`config.mk`:
```
export PLATFORM = sky130hd
export DESIGN_NAME = aip_nb_gain_slave
export DESIGN_NICKNAME = d
export VERILOG_FILES = /design/src/rtl/aip_nb_gain_slave_pkg.sv /design/src/rtl/aip_nb_dp_ram.sv /design/src/rtl/aip_nb_gain_slave.sv
export SDC_FILE = /design/constraint.sdc
export NUM_CORES = 2
export LEC_CHECK = 0
export ABC_AREA = 1
export BUFFER_PORTS_ARGS = -buffer_cell sky130_fd_sc_hd__buf_4
export CAP_MARGIN = 20
export CORE_ASPECT_RATIO = 1.4
export CORE_UTILIZATION = 55
export DETAILED_ROUTE_END_ITERATION = 6
export PLACE_DENSITY_LB_ADDON = 0.15
export SYNTH_ARGS = -nofsm -noshare
export SYNTH_HDL_FRONTEND = slang
export SYNTH_SLANG_ARGS = --single-unit
```
`constraint.sdc`:
```
create_clock -name i_clk -period 11.1 [get_ports i_clk]
set_clock_uncertainty 0.1 [all_clocks]
set_input_delay 2.22 -clock i_clk [delete_from_list [all_inputs] [get_ports i_clk]]
set_output_delay 2.22 -clock i_clk [all_outputs]
set_load 0.1 [all_outputs]
```
`src/rtl/aip_nb_gain_slave_pkg.sv`:
```
// Shared definitions for the narrow-band gain slave.
// Holds the AIP config codes, STATUS bit positions, FSM states, saturation
// limits and the Q8.8 shift/saturate helper used by the last pipe stage.
package aip_nb_pkg;

  localparam logic [4:0] CFG_MEM_IN  = 5'h00;
  localparam logic [4:0] CFG_MEM_OUT = 5'h01;
  localparam logic [4:0] CFG_CONFIG  = 5'h02;
  localparam logic [4:0] CFG_STATUS  = 5'h03;
  localparam logic [4:0] CFG_ID      = 5'h1F;

  localparam int ST_DONE   = 0;
  localparam int ST_BUSY   = 1;
  localparam int ST_INT_EN = 2;

  typedef enum logic [1:0] {IDLE, RUN, DRAIN, DONE} state_t;

  localparam logic signed [31:0] SAT_MAX = 32'sd32767;
  localparam logic signed [31:0] SAT_MIN = -32'sd32768;

  // Drop the 8 fractional bits of a Q8.8 product (arithmetic shift floors)
  // and clamp to the signed 16-bit range.
  function automatic logic [15:0] sat16(input logic signed [31:0] p);
    logic signed [31:0] r;
    r = p >>> 8;
    if (r > SAT_MAX)      return 16'h7FFF;
    else if (r < SAT_MIN) return 16'h8000;
    else                  return r[15:0];
  endfunction

endpackage

```
`src/rtl/aip_nb_dp_ram.sv`:
```
// Simple dual-port sample RAM: one write port, one registered read port.
// Ports:
//   clk, rst_n        clock, async active-low reset (read register only)
//   we, waddr, wdata  write port
//   re, raddr, rdata  read port; rdata updates only when re is high and
//                     holds otherwise, so callers can use it as a held result
module aip_nb_dp_ram #(
  parameter int ADDR_W = 6,
  parameter int DATA_W = 16
) (
  input  logic              clk,
  input  logic              rst_n,
  input  logic              we,
  input  logic [ADDR_W-1:0] waddr,
  input  logic [DATA_W-1:0] wdata,
  input  logic              re,
  input  logic [ADDR_W-1:0] raddr,
  output logic [DATA_W-1:0] rdata
);

  logic [DATA_W-1:0] mem [2**ADDR_W];

  always_ff @(posedge clk) begin
    if (we) mem[waddr] <= wdata;
  end

  always_ff @(posedge clk or negedge rst_n) begin
    if (!rst_n)  rdata <= '0;
    else if (re) rdata <= mem[raddr];
  end

endmodule

```
`src/rtl/aip_nb_gain_slave.sv`:
```
// AIP slave: buffers signed 16-bit samples, applies a Q8.8 gain with
// saturation and stores the results for readback.
// Ports:
//   i_clk, i_rst_a       clock, async active-low reset
//   i_dataInAIP          write data from the controller
//   i_configAIP          target select (MEM_IN/MEM_OUT/CONFIG/STATUS/ID)
//   i_readAIP/i_writeAIP one-cycle access strobes
//   i_start              start a processing run
//   o_dataOutAIP         read data, valid 1 cycle after i_readAIP, held
//   o_int                level interrupt, raised at run completion if enabled
module aip_nb_gain_slave
  import aip_nb_pkg::*;
#(
  parameter int          DATA_WORD = 32,
  parameter int          ADDR_W    = 6,
  parameter logic [31:0] IP_ID     = 32'h4E42_0001
) (
  input  logic                 i_clk,
  input  logic                 i_rst_a,
  input  logic [DATA_WORD-1:0] i_dataInAIP,
  input  logic [4:0]           i_configAIP,
  input  logic                 i_readAIP,
  input  logic                 i_writeAIP,
  input  logic                 i_start,
  output logic [DATA_WORD-1:0] o_dataOutAIP,
  output logic                 o_int
);

  localparam int DEPTH = 2**ADDR_W;
  localparam int STAGES = 2;
  localparam logic [ADDR_W:0] DEPTH_L = (ADDR_W+1)'(DEPTH);

  state_t              state;
  logic [ADDR_W-1:0]   wr_ptr, rd_ptr, idx, idx_p1, idx_p2, last_idx;
  logic [ADDR_W:0]     len, len_m1;
  logic [15:0]         gain, in_rdata, out_rdata, res;
  logic                done, int_en, drain_cnt, busy, issue;
  logic                wr_mem_in, wr_cfg, wr_stat, rd_mem_out;
  logic [STAGES:1]     vld_pipe;
  logic signed [31:0]  prod;
  logic                sel_ram;
  logic [DATA_WORD-1:0] dout_q;
  logic [2:0]          status;

  assign busy       = (state == RUN) || (state == DRAIN);
  assign issue      = (state == RUN);
  assign wr_mem_in  = i_writeAIP && (i_configAIP == CFG_MEM_IN) && !busy;
  assign wr_cfg     = i_writeAIP && (i_configAIP == CFG_CONFIG) && !busy;
  assign wr_stat    = i_writeAIP && (i_configAIP == CFG_STATUS);
  assign rd_mem_out = i_readAIP  && (i_configAIP == CFG_MEM_OUT) && !busy;

  // LEN of 0 or beyond the buffer means "whole buffer".
  assign len_m1   = len - 1'b1;
  assign last_idx = (len == '0 || len > DEPTH_L) ? '1 : len_m1[ADDR_W-1:0];

  always_comb begin
    status            = '0;
    status[ST_DONE]   = done;
    status[ST_BUSY]   = busy;
    status[ST_INT_EN] = int_en;
  end

  assign res = sat16(prod);

  aip_nb_dp_ram #(.ADDR_W(ADDR_W), .DATA_W(16)) u_in_buf (
    .clk(i_clk), .rst_n(i_rst_a),
    .we(wr_mem_in), .waddr(wr_ptr), .wdata(i_dataInAIP[15:0]),
    .re(issue), .raddr(idx), .rdata(in_rdata)
  );

  aip_nb_dp_ram #(.ADDR_W(ADDR_W), .DATA_W(16)) u_out_buf (
    .clk(i_clk), .rst_n(i_rst_a),
    .we(vld_pipe[STAGES]), .waddr(idx_p2), .wdata(res),
    .re(rd_mem_out), .raddr(rd_ptr), .rdata(out_rdata)
  );

  // MEM_OUT data comes straight from the out_buf read register (already one
  // cycle after the strobe); all other read data is captured in dout_q.
  assign o_dataOutAIP = sel_ram ? {{(DATA_WORD-16){out_rdata[15]}}, out_rdata} : dout_q;

  always_ff @(posedge i_clk or negedge i_rst_a) begin
    if (!i_rst_a) begin
      sel_ram <= 1'b0;
      dout_q  <= '0;
    end else if (i_readAIP) begin
      sel_ram <= 1'b0;
      dout_q  <= '0;
      case (i_configAIP)
        CFG_MEM_OUT: sel_ram <= !busy;
        CFG_STATUS:  dout_q  <= DATA_WORD'(status);
        CFG_ID:      dout_q  <= DATA_WORD'(IP_ID);
        default:     ;
      endcase
    end
  end

  always_ff @(posedge i_clk or negedge i_rst_a) begin
    if (!i_rst_a) begin
      wr_ptr <= '0;
      rd_ptr <= '0;
      len    <= '0;
      gain   <= 16'h0100;
    end else if (wr_cfg) begin
      gain   <= i_dataInAIP[31:16];
      len    <= i_dataInAIP[ADDR_W:0];
      wr_ptr <= '0;
      rd_ptr <= '0;
    end else begin
      if (wr_mem_in)  wr_ptr <= wr_ptr + 1'b1;
      if (rd_mem_out) rd_ptr <= rd_ptr + 1'b1;
    end
  end

  // FSM plus STATUS-owned flags. A STATUS write is applied after the state
  // update so a clear in the DONE cycle wins over the completion event.
  always_ff @(posedge i_clk or negedge i_rst_a) begin
    if (!i_rst_a) begin
      state     <= IDLE;
      idx       <= '0;
      drain_cnt <= 1'b0;
      done      <= 1'b0;
      o_int     <= 1'b0;
      int_en    <= 1'b0;
    end else begin
      case (state)
        IDLE: if (i_start) begin
          state     <= RUN;
          idx       <= '0;
          drain_cnt <= 1'b0;
          done      <= 1'b0;
          o_int     <= 1'b0;
        end
        RUN: begin
          idx <= idx + 1'b1;
          if (idx == last_idx) state <= DRAIN;
        end
        DRAIN: begin
          drain_cnt <= 1'b1;
          if (drain_cnt) state <= DONE;
        end
        DONE: begin
          done  <= 1'b1;
          o_int <= int_en;
          state <= IDLE;
        end
        default: state <= IDLE;
      endcase
      if (wr_stat) begin
        int_en <= i_dataInAIP[1];
        if (i_dataInAIP[0]) begin
          done  <= 1'b0;
          o_int <= 1'b0;
        end
      end
    end
  end

  // Gain pipe: stage 1 = in_buf read, stage 2 = multiply, stage 3 = write.
  always_ff @(posedge i_clk or negedge i_rst_a) begin
    if (!i_rst_a) begin
      vld_pipe <= '0;
      idx_p1   <= '0;
      idx_p2   <= '0;
      prod     <= '0;
    end else begin
      vld_pipe <= {vld_pipe[STAGES-1:1], issue};
      idx_p1   <= idx;
      idx_p2   <= idx_p1;
      prod     <= $signed(in_rdata) * $signed(gain);
    end
  end

endmodule

```
== Word-level counts from Yosys, hierarchy flattened ==
Memory sizes are Yosys's and may differ from the RTL's. A register that Yosys moved wholly into a read port is not among the register bits.
Index checks and enable logic that the tools add are counted.

* Register bits: 126
* Memory bits (writable): 2048
* Input bits: 42
* Memories kept: 2
* Logic and storage cells: 89

* Multiply operators: 1
* Muxes and demuxes: 30
* Add/sub/neg operators: 4
* Reductions and logical operators: 22
* Equality and inequality tests: 11
* Order comparisons: 3

{| class="wikitable"
|+ Memory list
! name !! words !! width !! read ports !! clocked after Yosys merged registers in !! write ports !! line !! source
|-
| u_in_buf.mem || 64 || 16 || 1 || 1 || 1 || aip_nb_dp_ram.sv:21 || <nowiki>logic [DATA_W-1:0] mem [2**ADDR_W];</nowiki>
|-
| u_out_buf.mem || 64 || 16 || 1 || 1 || 1 || aip_nb_dp_ram.sv:21 ||
|}

{| class="wikitable"
|+ Operator list
! cell !! count
|-
| 31-bit one-hot mux with 2 select lines || 1
|-
| 6-bit 2-to-1 mux || 6
|-
| 16-bit by 16-bit multiplier with 32-bit output || 1
|-
| 16-bit 2-to-1 mux || 2
|-
| 32-bit 2-to-1 mux || 1
|-
| 24-bit by 16-bit greater-than comparator with 1-bit output (second input constant) || 1
|-
| 24-bit by 16-bit < comparator with 1-bit output (second input constant) || 1
|-
| 6-bit by 1-bit adder with 6-bit output (second input constant) || 3
|-
| 1-bit 2-to-1 mux || 12
|-
| 6-bit one-hot mux with 2 select lines || 1
|-
| 5-bit by 2-bit equality test with 1-bit output (second input constant) || 2
|-
| 2-bit one-hot mux with 4 select lines || 1
|-
| 2-bit nonzero test || 4
|-
| 7-bit greater-than comparator (second input constant) || 1
|-
| 1-bit logical AND || 7
|-
| 7-bit logical NOT || 1
|-
| 6-bit equality test || 1
|-
| 2-bit 2-to-1 mux || 3
|-
| 1-bit one-hot mux with 2 select lines || 3
|-
| 6-bit by 1-bit subtractor with 6-bit output (second input constant) || 1
|-
| 5-bit by 1-bit equality test with 1-bit output (second input constant) || 1
|-
| 5-bit equality test (second input constant) || 1
|-
| 5-bit logical NOT || 1
|-
| 2-bit equality test (second input constant) || 2
|-
| other kinds (8) || 13
|}

== Longest topological paths before layout ==
* Depth after elaboration: 6
* Depth in mapped cells: 27
* Depth with buffers taken out: 25

== Hierarchy ==
A second synthesis with hierarchy kept.

* Cell total of the unflattened synthesis: 8831
* Area total of the unflattened synthesis: 98931.1 sq um

{| class="wikitable"
|+ Modules (own cells, without submodules)
! module !! sequential area each (sq um) !! cells each !! instances !! area each (sq um)
|-
| aip_nb_dp_ram || 31149.9 || 3505 || 2 || 42279.3
|-
| aip_nb_gain_slave || 2253.4 || 1821 || 1 || 14372.5
|}

== Worst setup path after synthesis ==
Ideal clock, no wire load.

* Kind: register to output
* Start point: register sel_ram
* End point: output o_dataOutAIP[22]
* Stages on the path, launching flop included: 4
* Data arrival time: 3.542 ns
* Path buffers: 2
* Setup slack: 5.238 ns
* Cell sequence: dfrtp_1 > clkbuf_1 > o21ai_0 > buf_4

* Cells in the longest elaborated chain, start to end: 1

{| class="wikitable"
|+ Ends and longest elaborated chain
! item !! line !! source
|-
| from (decl) || aip_nb_gain_slave.sv:41 || <nowiki>logic sel_ram;</nowiki>
|-
| from (signal assigned) || aip_nb_gain_slave.sv:89 || <nowiki>CFG_MEM_OUT: sel_ram <= !busy;</nowiki>
|-
| 32-bit 2-to-1 mux || aip_nb_gain_slave.sv:79 || <nowiki>assign o_dataOutAIP = sel_ram ? {{(DATA_WORD-16){out_rdata[15]}}, out_rdata} : dout_q;</nowiki>
|-
| to (decl) || aip_nb_gain_slave.sv:25 || <nowiki>output logic [DATA_WORD-1:0] o_dataOutAIP,</nowiki>
|}

Every way passes these cells.

== Worst setup path in the final report ==
* Start point: register u_in_buf.rdata[15], read port of u_in_buf.mem
* End point: register prod[31]

* Cells in the longest elaborated chain, start to end: 1

{| class="wikitable"
|+ Ends and longest elaborated chain
! item !! line !! source
|-
| from (decl) || aip_nb_dp_ram.sv:18 || <nowiki>output logic [DATA_W-1:0] rdata</nowiki>
|-
| 16-bit by 16-bit multiplier with 32-bit output || aip_nb_gain_slave.sv:169 || <nowiki>prod <= $signed(in_rdata) * $signed(gain);</nowiki>
|-
| to (signal assigned) || aip_nb_gain_slave.sv:169 ||
|-
| to (decl) || aip_nb_gain_slave.sv:40 || <nowiki>logic signed [31:0] prod;</nowiki>
|}

Every way passes these cells.
A chain may end at the register's enable or synchronous reset.

==> run metrics <==
DR vias 63150; Initial Utilization 55.35%; Slew headroom 17.70%; worst skew pair latency 0.88 ns; Via density 5.923; crit path capture type flop; Max Slew Vio Count 0; DIE AREA 178200 µm²; GR Overflow Total 0; Max H-tree Level 4; antenna violations before repair 9; Syn Inst Count 8237; critical-path maximum fanout 17; antenna viol nets, final 0; worst vdd ir 0.4674 mV; unrepaired setup endpoints after global routing no; first-pass GRT wire length 394.1 mm; DR WL/cell 25.06 µm; die width 357.0 µm; crit path DAT 6.95 ns; Unique masters post-synth 47; PD cells 330.1 nW/µm²; CP bufs+invs 3; Port Buf Inserts 74; Total Wirelength 267.2 mm; crit-path cells nand2_1 -> fa_1 -> inv_1 -> fa_1 -> inv_1 -> fa_1 -> fa_1 -> inv_1 -> fa_1 -> fa_1 -> ha_1 -> a21oi_1 -> nand2_1 -> a21oi_1 -> nand2_1 -> a31oi_1 -> nand2_1 -> nand2_1 -> nand2_1; Mapped Area 97060 µm²; WHS Path Cells 0; Slew @ Worst Pin 1.225 ns; Num CTS Buffers 198; GRT Total Usage 29.96%; Main synth FF type edfxtp_1; R2R Path Start u_in_buf.rdata[15]$_DFFE_PN0P_; Hold WC Path Type reg2reg; r2r endpoint prod[31]$_DFF_PN0_; drt pass-1 iters 6; FP Rows 182; clk buf depth 3; drt first-iter violations 6707; Post-synth ARST share 5.622%; Core ar. 175300 µm²; largest net degree at the start of global routing 195; max incr delay on CP 0.83 ns; WP depth 19; crit start category flop; io pins 75; CTS tree built; Root Driver clkbuf_16; DRC 0; syn avg cell area 11.78 µm²; Synth Register Bits 2170; Max Clock Freq 158.5 MHz; Final Hold Viols 0; Nets 8580; Final min period 6.310 ns; PostCTS Resize Cnt 0; share of layout cells above drive strength 1 7.513%; post-CTS repair timing setup buffer count 0; cells on worst reg2reg path 19; Finish-stage setup viols 0; Placer Congestion 0.9382; Hold Startpoint idx_p1[4]$_DFF_PN0_; WHS Endpoint idx_p2[4]$_DFF_PN0_; critical path's slowest cell fa_1; FF-to-FF setup slack 4.79 ns; Yosys warning count 0; detailed placement HPWL 160.3 mm; vias in the first global route 61970; Tcrit/Tclk final 56.84%; Hold Buf Count CTS 0; fillers 13770; Register Area 64580 µm²; clock sink total 2170; MaxCap Viol Count 0; Die Ht 499.1 µm; critical path type reg2reg; register area share after synthesis 66.51%; Fin Setup TNS 0 ns; syn nets 8628; status complete, no violations; leak pwr 38.81 nW; Area Growth Syn to Fin 9.378%; Crit path max-delay family adder cells; Reg clk slew, reported paths 0.09 ns; Data required, critical path 11.74 ns; number of synthesized flops with an enable pin 2048; Multi-input gate area 27770 µm²; total power 0.03504 W
-- where the power goes --
part | total (W) | internal [W] | switching (W)
sequential | 0.0107 | 0.0101 | 0.000595
clock | 0.00688 | 0.00385 | 0.00303
combinational | 0.0175 | 0.00556 | 0.0119
-- flip-flops by register name (all words and copies together) (netlist names) --
signal	count
idx_p2	6
wr_ptr	6
u_in_buf.mem	1024
dout_q	4
int_en	1
sel_ram	1
u_out_buf.mem	1024
rd_ptr	6
prod	24
len	7
drain_cnt	1
gain	16
done	1
idx_p1	6
idx	6
u_in_buf.rdata	16
o_int	1
u_out_buf.rdata	16
vld_pipe	2
state	2
-- metrics by stage --
stage | cell area, µm² | cells | utilization, % | hold slack (ns) | setup slack (ns)
5_1_grt | 106200 | 10660 | 60.54 | 0.2603 | 4.403
2_1_floorplan | 97060 | 8237 | - | 0.2312 | 5.238
4_1_cts | 106100 | 10660 | 60.52 | 0.2584 | 4.750
6_report | 106200 | 10660 | 60.55 | 0.2543 | 4.790
3_3_place_gp | 99580 | 10290 | 56.79 | 0.2344 | 4.840
3_5_place_dp | 99590 | 10290 | 56.80 | 0.2434 | 4.799
-- worst max path at each step --
stage / to / start
final: prod[31]$_DFF_PN0_ / u_in_buf.rdata[15]$_DFFE_PN0P_
after CTS: prod[31]$_DFF_PN0_ / u_in_buf.rdata[15]$_DFFE_PN0P_
after global placement: prod[31]$_DFF_PN0_ / u_in_buf.rdata[15]$_DFFE_PN0P_
after detailed placement: prod[31]$_DFF_PN0_ / u_in_buf.rdata[15]$_DFFE_PN0P_
after floorplan: o_dataOutAIP[22] / sel_ram$_DFFE_PN0P_
after global routing: prod[31]$_DFF_PN0_ / u_in_buf.rdata[15]$_DFFE_PN0P_
-- synthesized netlist by cell type (all sizes together) (3+ instances only) --
library cell,number,area share (%)
nand3,379,2.0
edfxtp,2048,63
o22ai,154,0.99
a21oi,170,0.88
or2,17,0.11
nor3,45,0.23
nand3b,17,0.13
nand4,22,0.14
o221ai,67,0.60
fa,261,5.4
ha,88,1.1
o211ai,202,1.6
nor2,1340,5.2
xnor2,12,0.11
xor2,20,0.18
a21o,5,0.039
a31oi,11,0.071
o21ai,984,5.1
inv,586,2.3
o21a,3,0.023
clkbuf,260,1.0
dfrtp,121,3.1
nand2,1143,4.4
nor4,5,0.032
clkinv,5,0.021
buf,262,1.8
-- layer usage --
metal	global-route usage [%]	part of all wire [%]	vias up	wire, µm
met2	50.98	50	2511	134500
met4	18.28	6.7	10	17860
met3	4.226	6.4	603	17210
met1	36.04	37	31470	97570
li1	-	-	28560	-
met5	0	0.027	-	72
-- cells by family after synthesis --
group | after synthesis | share of synthesized area [%]
flip-flops | 2170 | 66.51
buffers and inverters | 1113 | 5.125
AND/OR/NAND/NOR | 2969 | 12.22
AO/OA/AOI/OAI | 1604 | 9.342
XOR/XNOR | 32 | 0.2888
adder cells (fa/ha/maj) | 349 | 6.518
-- cells in the final DEF (no fill, tap or decap), types with 50 or more instances in the layout --
master     instances
o221ai_1          67
inv_1            577
nand3_1          379
buf_4            264
a21oi_1          154
dfrtp_1          114
clkinv_1          50
nand2_1         1143
fa_1             261
edfxtp_1        2048
o21ai_1          114
ha_1              88
o22ai_1          154
o21ai_0          870
nor2_1          1333
o211ai_1         196
clkbuf_16        204
-- worst reg2reg max path, delay by kind of cell (launching register included) --
| family | cells | cell delay (ns) |
|---|---|---|
| buf+inv | 3 | 0.37 |
| compound gates | 3 | 0.60 |
| fa+ha+maj | 7 | 3.75 |
| simple gates | 6 | 0.64 |
| flops | 1 | 0.73 |
-- cell type report --
type / instances / area share, %
tap: 2300 / 2.711
inverter: 591 / 2.110
timing repair buffer: 274 / 2.030
clock buffer: 247 / 5.008
antenna: 4 / 0.009429
multi-input combinational: 4954 / 26.16
sequential: 2170 / 60.83
clock inverter: 123 / 1.144
Note: power is estimated with default switching activity, not from simulation.
